**src/rtl/vram_raster_addr_gen.sv**
```systemverilog
// Raster-scan VRAM address generator: walks a W x H window and emits one byte
// address per pixel over a valid/ready handshake, built incrementally without a multiplier.
module vram_raster_addr_gen #(
    parameter int ADDR_WIDTH      = 18,
    parameter int X_WIDTH         = 9,
    parameter int Y_WIDTH         = 10,
    parameter int LINE_STRIDE     = 720,
    parameter int BYTES_PER_PIXEL = 2
) (
    input  logic                  clk,
    input  logic                  reset_n,
    input  logic                  start,
    input  logic                  abort,
    input  logic                  continuous,
    input  logic [ADDR_WIDTH-1:0] base_addr,
    input  logic [X_WIDTH-1:0]    active_width,
    input  logic [Y_WIDTH-1:0]    active_height,
    output logic [ADDR_WIDTH-1:0] addr_out,
    output logic [X_WIDTH-1:0]    x_out,
    output logic [Y_WIDTH-1:0]    y_out,
    output logic                  addr_valid,
    input  logic                  addr_ready,
    output logic                  line_end,
    output logic                  frame_end,
    output logic                  busy,
    output logic                  done
);

    typedef enum logic [1:0] {
        IDLE,
        RUN,
        DONE
    } state_t;

    localparam logic [ADDR_WIDTH-1:0] STRIDE   = ADDR_WIDTH'(LINE_STRIDE);
    localparam logic [ADDR_WIDTH-1:0] PIX_STEP = ADDR_WIDTH'(BYTES_PER_PIXEL);

    state_t                  state;
    logic [ADDR_WIDTH-1:0]   base_q;
    logic [ADDR_WIDTH-1:0]   line_base;
    logic [X_WIDTH-1:0]      width_q;
    logic [Y_WIDTH-1:0]      height_q;
    logic                    cont_q;

    logic [X_WIDTH-1:0]      x_inc;
    logic [Y_WIDTH-1:0]      y_inc;
    logic [X_WIDTH-1:0]      x_last;
    logic [Y_WIDTH-1:0]      y_last;
    logic [ADDR_WIDTH-1:0]   next_line_base;
    logic                    frame_one_wide;
    logic                    frame_one_px;

    // NOTE: every signal driven here gets a value on every path, so no latch is inferred.
    always_comb begin
        x_inc          = x_out + X_WIDTH'(1);
        y_inc          = y_out + Y_WIDTH'(1);
        x_last         = width_q - X_WIDTH'(1);
        y_last         = height_q - Y_WIDTH'(1);
        next_line_base = line_base + STRIDE;
        frame_one_wide = (width_q == X_WIDTH'(1));
        frame_one_px   = frame_one_wide && (height_q == Y_WIDTH'(1));
    end

    // NOTE: state is updated with non-blocking assignments so every register samples pre-edge values.
    always_ff @(posedge clk) begin
        if (!reset_n) begin
            state      <= IDLE;
            base_q     <= '0;
            line_base  <= '0;
            width_q    <= '0;
            height_q   <= '0;
            cont_q     <= 1'b0;
            addr_out   <= '0;
            x_out      <= '0;
            y_out      <= '0;
            addr_valid <= 1'b0;
            line_end   <= 1'b0;
            frame_end  <= 1'b0;
            busy       <= 1'b0;
            done       <= 1'b0;
        end else begin
            done <= 1'b0;
            case (state)
                IDLE, DONE: begin
                    if (start && !abort) begin
                        base_q   <= base_addr;
                        width_q  <= active_width;
                        height_q <= active_height;
                        cont_q   <= continuous;
                        if (active_width == '0 || active_height == '0) begin
                            state <= DONE;
                            done  <= 1'b1;
                        end else begin
                            state      <= RUN;
                            busy       <= 1'b1;
                            addr_valid <= 1'b1;
                            addr_out   <= base_addr;
                            line_base  <= base_addr;
                            x_out      <= '0;
                            y_out      <= '0;
                            line_end   <= (active_width == X_WIDTH'(1));
                            frame_end  <= (active_width == X_WIDTH'(1)) &&
                                          (active_height == Y_WIDTH'(1));
                        end
                    end
                end

                RUN: begin
                    if (abort) begin
                        state      <= IDLE;
                        busy       <= 1'b0;
                        addr_valid <= 1'b0;
                        line_end   <= 1'b0;
                        frame_end  <= 1'b0;
                    end else if (addr_ready) begin
                        if (frame_end) begin
                            if (cont_q) begin
                                // Seamless restart reuses the configuration latched at start.
                                addr_out  <= base_q;
                                line_base <= base_q;
                                x_out     <= '0;
                                y_out     <= '0;
                                line_end  <= frame_one_wide;
                                frame_end <= frame_one_px;
                            end else begin
                                state      <= DONE;
                                busy       <= 1'b0;
                                addr_valid <= 1'b0;
                                line_end   <= 1'b0;
                                frame_end  <= 1'b0;
                                done       <= 1'b1;
                            end
                        end else if (line_end) begin
                            x_out     <= '0;
                            y_out     <= y_inc;
                            line_base <= next_line_base;
                            addr_out  <= next_line_base;
                            line_end  <= frame_one_wide;
                            frame_end <= frame_one_wide && (y_inc == y_last);
                        end else begin
                            x_out     <= x_inc;
                            addr_out  <= addr_out + PIX_STEP;
                            line_end  <= (x_inc == x_last);
                            frame_end <= (x_inc == x_last) && (y_out == y_last);
                        end
                    end
                end

                default: state <= IDLE;
            endcase
        end
    end

endmodule
```
**config.mk**
```make
export PLATFORM = sky130hd
export DESIGN_NAME = vram_raster_addr_gen
export DESIGN_NICKNAME = d
export VERILOG_FILES = /design/src/rtl/vram_raster_addr_gen.sv
export SDC_FILE = /design/constraint.sdc
export NUM_CORES = 1
export LEC_CHECK = 0
export ABC_CLOCK_PERIOD_IN_PS = 2900
export BUFFER_PORTS_ARGS = -buffer_cell sky130_fd_sc_hd__buf_2
export CORE_UTILIZATION = 43
export CTS_BUF_LIST = sky130_fd_sc_hd__clkbuf_4
export DETAILED_ROUTE_END_ITERATION = 12
export MAX_ROUTING_LAYER = met4
export PLACE_DENSITY = 0.74
export SLEW_MARGIN = 0
export SYNTH_ARGS = -nofsm -noshare
export SYNTH_HDL_FRONTEND = slang
export SYNTH_SLANG_ARGS = --single-unit
```
**constraint.sdc**
```tcl
create_clock -name clk -period 2.9 [get_ports clk]
set_clock_uncertainty 0.05 [all_clocks]
set_input_delay 0.29 -clock clk [delete_from_list [all_inputs] [get_ports clk]]
set_output_delay 0.29 -clock clk [all_outputs]
set_load 0.05 [all_outputs]
```
## Yosys cells after proc, flatten, opt, wreduce, memory -nomap -nowiden

Index checks and enable logic that the tools add are counted.

| cells by class | value |
|---|---|
| mux-type cells | 66 |
| add/sub/neg operators | 6 |
| reduce and logical (&&, ||, !) cells | 18 |
| equality and inequality tests | 18 |

Operator list:

| operator | number |
|---|---|
| 2-to-1 mux 18 bit | 11 |
| one-hot mux 18 bit (2 select lines) | 2 |
| 2-to-1 mux 10 bit | 7 |
| 2-to-1 mux 9 bit | 7 |
| 2-to-1 mux 1 bit | 26 |
| equality test 10 x 1 -> 1 bit, second input constant | 2 |
| equality test 10 bit | 2 |
| one-hot mux 10 bit (2 select lines) | 1 |
| adder 18 x 10 -> 18 bit, second input constant | 1 |
| adder 18 x 2 -> 18 bit, second input constant | 1 |
| equality test 9 x 1 -> 1 bit, second input constant | 2 |
| one-hot mux 9 bit (2 select lines) | 1 |
| != test 3 bit, second input constant | 5 |
| 2-to-1 mux 2 bit | 6 |
| AND reduction 6 bit | 2 |
| adder 10 x 1 -> 10 bit, second input constant | 1 |
| zero test 10 bit | 1 |
| subtractor 10 x 1 -> 10 bit, second input constant | 1 |
| adder 9 x 1 -> 9 bit, second input constant | 1 |
| equality test 9 bit | 1 |
| zero test 9 bit | 1 |
| subtractor 9 x 1 -> 9 bit, second input constant | 1 |
| != test 2 bit, second input constant | 4 |
| one-hot mux 1 bit (2 select lines) | 4 |
| other kinds (12) | 17 |

| word-level totals | value |
|---|---|
| input port bits | 43 |
| register bits | 99 |
| output and inout port bits | 42 |
| word-level logic and storage cells | 121 |

## Depth between registers and ports, before layout

| logic depth | value |
|---|---|
| depth in word-level cells | 8 |
| depth in mapped cells | 10 |
| gate-level depth less buffers | 9 |

## Worst setup path after synthesis

Ideal clock, no wire load.

| timing path | value |
|---|---|
| path type | register to register |
| start | reg x_out[0] |
| end | reg frame_end |
| period minus slack after synthesis | 2.814 ns |
| buffers on the path | 0 |
| setup slack | 0.086 ns |
| arrival time | 2.695 ns |
| setup time | 0.070 ns |
| cell stages (with the launch flop) | 9 |
| cell sequence | dfxtp_1 ha_1 nand3_1 or3_1 and2_2 or3_1 a2111oi_2 o211ai_1 a21oi_1 |

| between the ends | value |
|---|---|
| word-level cells in the longest chain between the ends | 8 |

Ends and longest elaborated chain:

| element | line | source |
|---|---|---|
| from (decl) | 19 | `output logic [X_WIDTH-1:0] x_out,` |
| from (signal assigned) | 141 | `x_out <= x_inc;` |
| adder 9 x 1 -> 9 bit | 55 | `x_inc = x_out + X_WIDTH'(1);` |
| equality test 9 bit | 144 | `frame_end <= (x_inc == x_last) && (y_out == y_last);` |
| logical AND 1 bit | 144 |  |
| 2-to-1 mux 1 bit | 133 | `end else if (line_end) begin` |
| 2-to-1 mux 1 bit | 116 | `if (frame_end) begin` |
| 2-to-1 mux 1 bit | 115 | `end else if (addr_ready) begin` |
| 2-to-1 mux 1 bit | 109 | `if (abort) begin` |
| one-hot mux 1 bit (2 select lines) | 83 | `case (state)` |
| to (signal assigned) | 102 | `frame_end <= (active_width == X_WIDTH'(1)) &&` |
| to (signal assigned) | 124 | `frame_end <= frame_one_px;` |
| to (signal assigned) | 139 | `frame_end <= frame_one_wide && (y_inc == y_last);` |
| to (decl) | 24 | `output logic frame_end,` |

Every way passes these cells. The select of a mux whose other input is x is not followed.
A chain may end at the register's enable or synchronous reset.

## Worst setup path after layout

Ends and elaborated chain as after synthesis.

==> flow_metrics.env <==
export IMPL_status="finished, final reports clean"
export IMPL_yosysSeqAreaShare_pct=32.9
export IMPL_dieArea_mm2=0.0145
export IMPL_criticalPathCategory="reg -> reg"
export IMPL_setup_violations=0
export IMPL_viasPerCell=5.66
export IMPL_fin_setup_tns_ns=0
export IMPL_synth_edf_count=0
export IMPL_async_reset_ff_share_pct=0
export IMPL_hp_class="in -> reg"
export IMPL_synth_compound_area_share_pct=25.2
export IMPL_fin_crit_ns=2.69
export IMPL_route_detailed_drc=0
export IMPL_chipWidth_um=120
export IMPL_cts_setup_buffers=0
export IMPL_dpl_hpwl_um=11700
export IMPL_maxCapViolCount=0
export IMPL_portBuffers=84
export IMPL_core_mm2=0.0135
export IMPL_postRouteAntennaNets=0
export IMPL_fmax_mhz=371
export IMPL_fill_cells=1338
export IMPL_relSlewSlack_pct=24.9
export IMPL_finalCritPeriodShare_pct=92.8
export IMPL_p_leak_uw=0.00287
export IMPL_grt_pass1_vias=5456
export IMPL_wl_um=17200
export IMPL_critPathRequiredTime_ns=3.30
export IMPL_synth_fa_ha_area_share_pct=1.66
export IMPL_hold_end="height_q[0]"
export IMPL_synth_avg_cell_area_um2=7.58
export IMPL_synth_cell_area_mm2=0.00602
export IMPL_worstPathArrival_ns=3.09
export IMPL_layout_drive_gt1_share_pct=15.0
export IMPL_cellPowerDensity_mw_per_mm2=419
export IMPL_yosysWarningCount=0
export IMPL_synth_seq_cells=99
export IMPL_rsz0062_at_grt="false"
export IMPL_antenna_found_initial=1
export IMPL_via_count=6063
export IMPL_drt_iter0_drc=463
export IMPL_reg2reg_slack_ns=0.21
export IMPL_gp_congestion=0.921
export IMPL_final_nets=942
export IMPL_clock_sinks=99
export IMPL_rows=42
export IMPL_synth_xor_area_share_pct=9.74
export IMPL_grt_pass1_wl_um=28000
export IMPL_hold_depth=3
export IMPL_synth_nets=846
export IMPL_die_y_um=120
export IMPL_clk_insertion_delay_late_ns=0.50
export IMPL_clk_path_buf_depth=2
export IMPL_start_util_pct=44.8
export IMPL_synth_cell_types=55
export IMPL_critPathCaptureType="flip-flop"
export IMPL_routedWlPerCell_um=16.0
export IMPL_critPathMaxFanout=7
export IMPL_holdWs_ns=0.0406
export IMPL_yosys_most_used_dff="dfxtp_1"
export IMPL_synthSimpleGateAreaFrac_pct=25.9
export IMPL_grt_max_degree=44
export IMPL_synth_top_family_by_area="simple AND/OR/NAND/NOR gates"
export IMPL_timing_rr_end="frame_end"
export IMPL_max_slew_worst_pin_slew_ns=1.12
export IMPL_areaGrowthSynthToFinish_pct=18.4
export IMPL_overflow=0
export IMPL_cts_tree="built"
export IMPL_drv_slew=0
export IMPL_r2r_start="x_out[0]"
export IMPL_hp_start="active_height[0]"
export IMPL_cts_buffers=9
export IMPL_startpoint_type="flip-flop"
export IMPL_r2r_cells=8
export IMPL_dr_pass1_iters=5
export IMPL_grtUsageTotal_pct=24.8
export IMPL_pin_count=85
export IMPL_clk_pin_slew_worst_paths_ns=0.16
export IMPL_synthCells=795
export IMPL_muxShareOfSynthArea_pct=0.498
export IMPL_peakVddDrop_mv=0.234
export IMPL_finalHoldViolations=0
export IMPL_root_buffer="clkbuf_4"
export IMPL_h_tree_depth=3
-- how the worst max path moves through the flow --
stage | from | end | slack [ns]
finish | x_out[0] | frame_end | 0.21
global route | x_out[0] | frame_end | 0.04
CTS | x_out[0] | frame_end | 0.18
floorplan | x_out[0] | frame_end | 0.09
global placement | x_out[0] | frame_end | 0.36
detailed placement | x_out[0] | frame_end | 0.22
-- power breakdown --
group | leakage [uW] | total (uW) | internal (uW) | switching (uW)
combinational | 0.00200 | 713 | 279 | 434
clock | 0.0000563 | 762 | 256 | 505
sequential | 0.000808 | 1510 | 1430 | 82.8
total | 0.00287 | 2990 | 1970 | 1020
-- cell usage after synthesis (19+ instances only) --
library cell | count | share of area, %
a21boi_0 | 49 | 6.1
a21oi_1 | 45 | 3.7
a31oi_1 | 23 | 2.4
and3_1 | 30 | 3.1
clkbuf_1 | 47 | 2.9
dfxtp_1 | 99 | 33
nand2_1 | 140 | 8.7
nand3_1 | 32 | 2.7
nor2_1 | 38 | 2.4
nor3_1 | 19 | 1.6
o21ai_0 | 53 | 4.4
xnor2_1 | 45 | 6.5
xor2_1 | 22 | 3.2
-- state kept, by name (all words and copies together), names as in the netlist, 2 cells and up --
register,cells
width_q,9
addr_out,18
x_out,9
state,2
base_q,18
height_q,10
y_out,10
line_base,18
-- kinds of logic after synthesis --
logic type | count (synthesis)
adder cells (fa/ha/maj) | 8
AND/OR/NAND/NOR | 324
flip-flops | 99
AO/OA/AOI/OAI | 230
buffers and inverters | 64
XOR/XNOR | 67
multiplexers | 3
-- metrics by stage --
| stage | setup WS, ns | utilization (%) | instances | instance area (um^2) | power (uW) |
|---|---|---|---|---|---|
| 5_1_grt | 0.0426 | 53.0 | 1072 | 7130 | 3130 |
| 3_3_place_gp | 0.362 | 49.3 | 1021 | 6630 | 2200 |
| 3_5_place_dp | 0.221 | 49.3 | 1021 | 6630 | 2210 |
| 4_1_cts | 0.177 | 52.9 | 1071 | 7120 | 2990 |
| 6_report | 0.207 | 53.0 | 1072 | 7130 | 2990 |
| 2_1_floorplan | 0.0857 | - | 795 | 6020 | 2010 |
-- final cells by class --
class	instances	area [um^2]	share of cell area, %
flip-flops and latches	99	1980	27.8
diodes	1	2.50	0.0351
clock buffers	9	67.6	0.947
repair buffers	139	933	13.1
inverters	10	37.5	0.526
multi-input cells	632	3820	53.6
well taps	176	220	3.09
clock inverters	6	67.6	0.947
-- cell usage in the layout, fill, tap and decap left out, types with 6 or more instances in the layout --
master	n
nand2_1	140
dfxtp_1	99
buf_2	84
o21ai_0	52
a21boi_0	49
xnor2_1	45
a21oi_1	45
nor2_1	38
dlygate4sd3_1	35
nand3_1	32
and3_1	30
a31oi_1	23
xor2_1	22
nor3_1	19
buf_4	19
o211ai_1	15
nor4_1	13
o211a_1	12
inv_1	10
clkbuf_4	9
nor2b_1	8
ha_1	8
nand4_1	7
o221a_2	7
and2_1	7
o21a_1	6
-- layer usage --
| layer | vias to the layer above | GRT usage [%] | routed length, um |
|---|---|---|---|
| met2 | 213 | 38.0 | 7830 |
| met3 | 26 | 3.30 | 1070 |
| met4 | 0 | 8.87 | 312 |
| met5 | - | - | 0 |
| li1 | 3034 | - | - |
| met1 | 2790 | 33.5 | 7950 |
-- worst max-delay path, stage by stage (launching register included) --
cell,delay (ns)
dfxtp_1,0.46
ha_1,0.28
nand3_1,0.18
or3_1,0.38
and2_2,0.19
or3_1,0.41
a2111oi_4,0.37
o211ai_1,0.16
a21oi_1,0.17
-- what timing repair did --
item	4_1_cts	5_1_grt
endpoints found under the setup margin	0	1
hold buffers	35	0
resized for setup	0	1
endpoints found under the hold margin	35	0
No activity file was read; power rests on OpenSTA's default activity.
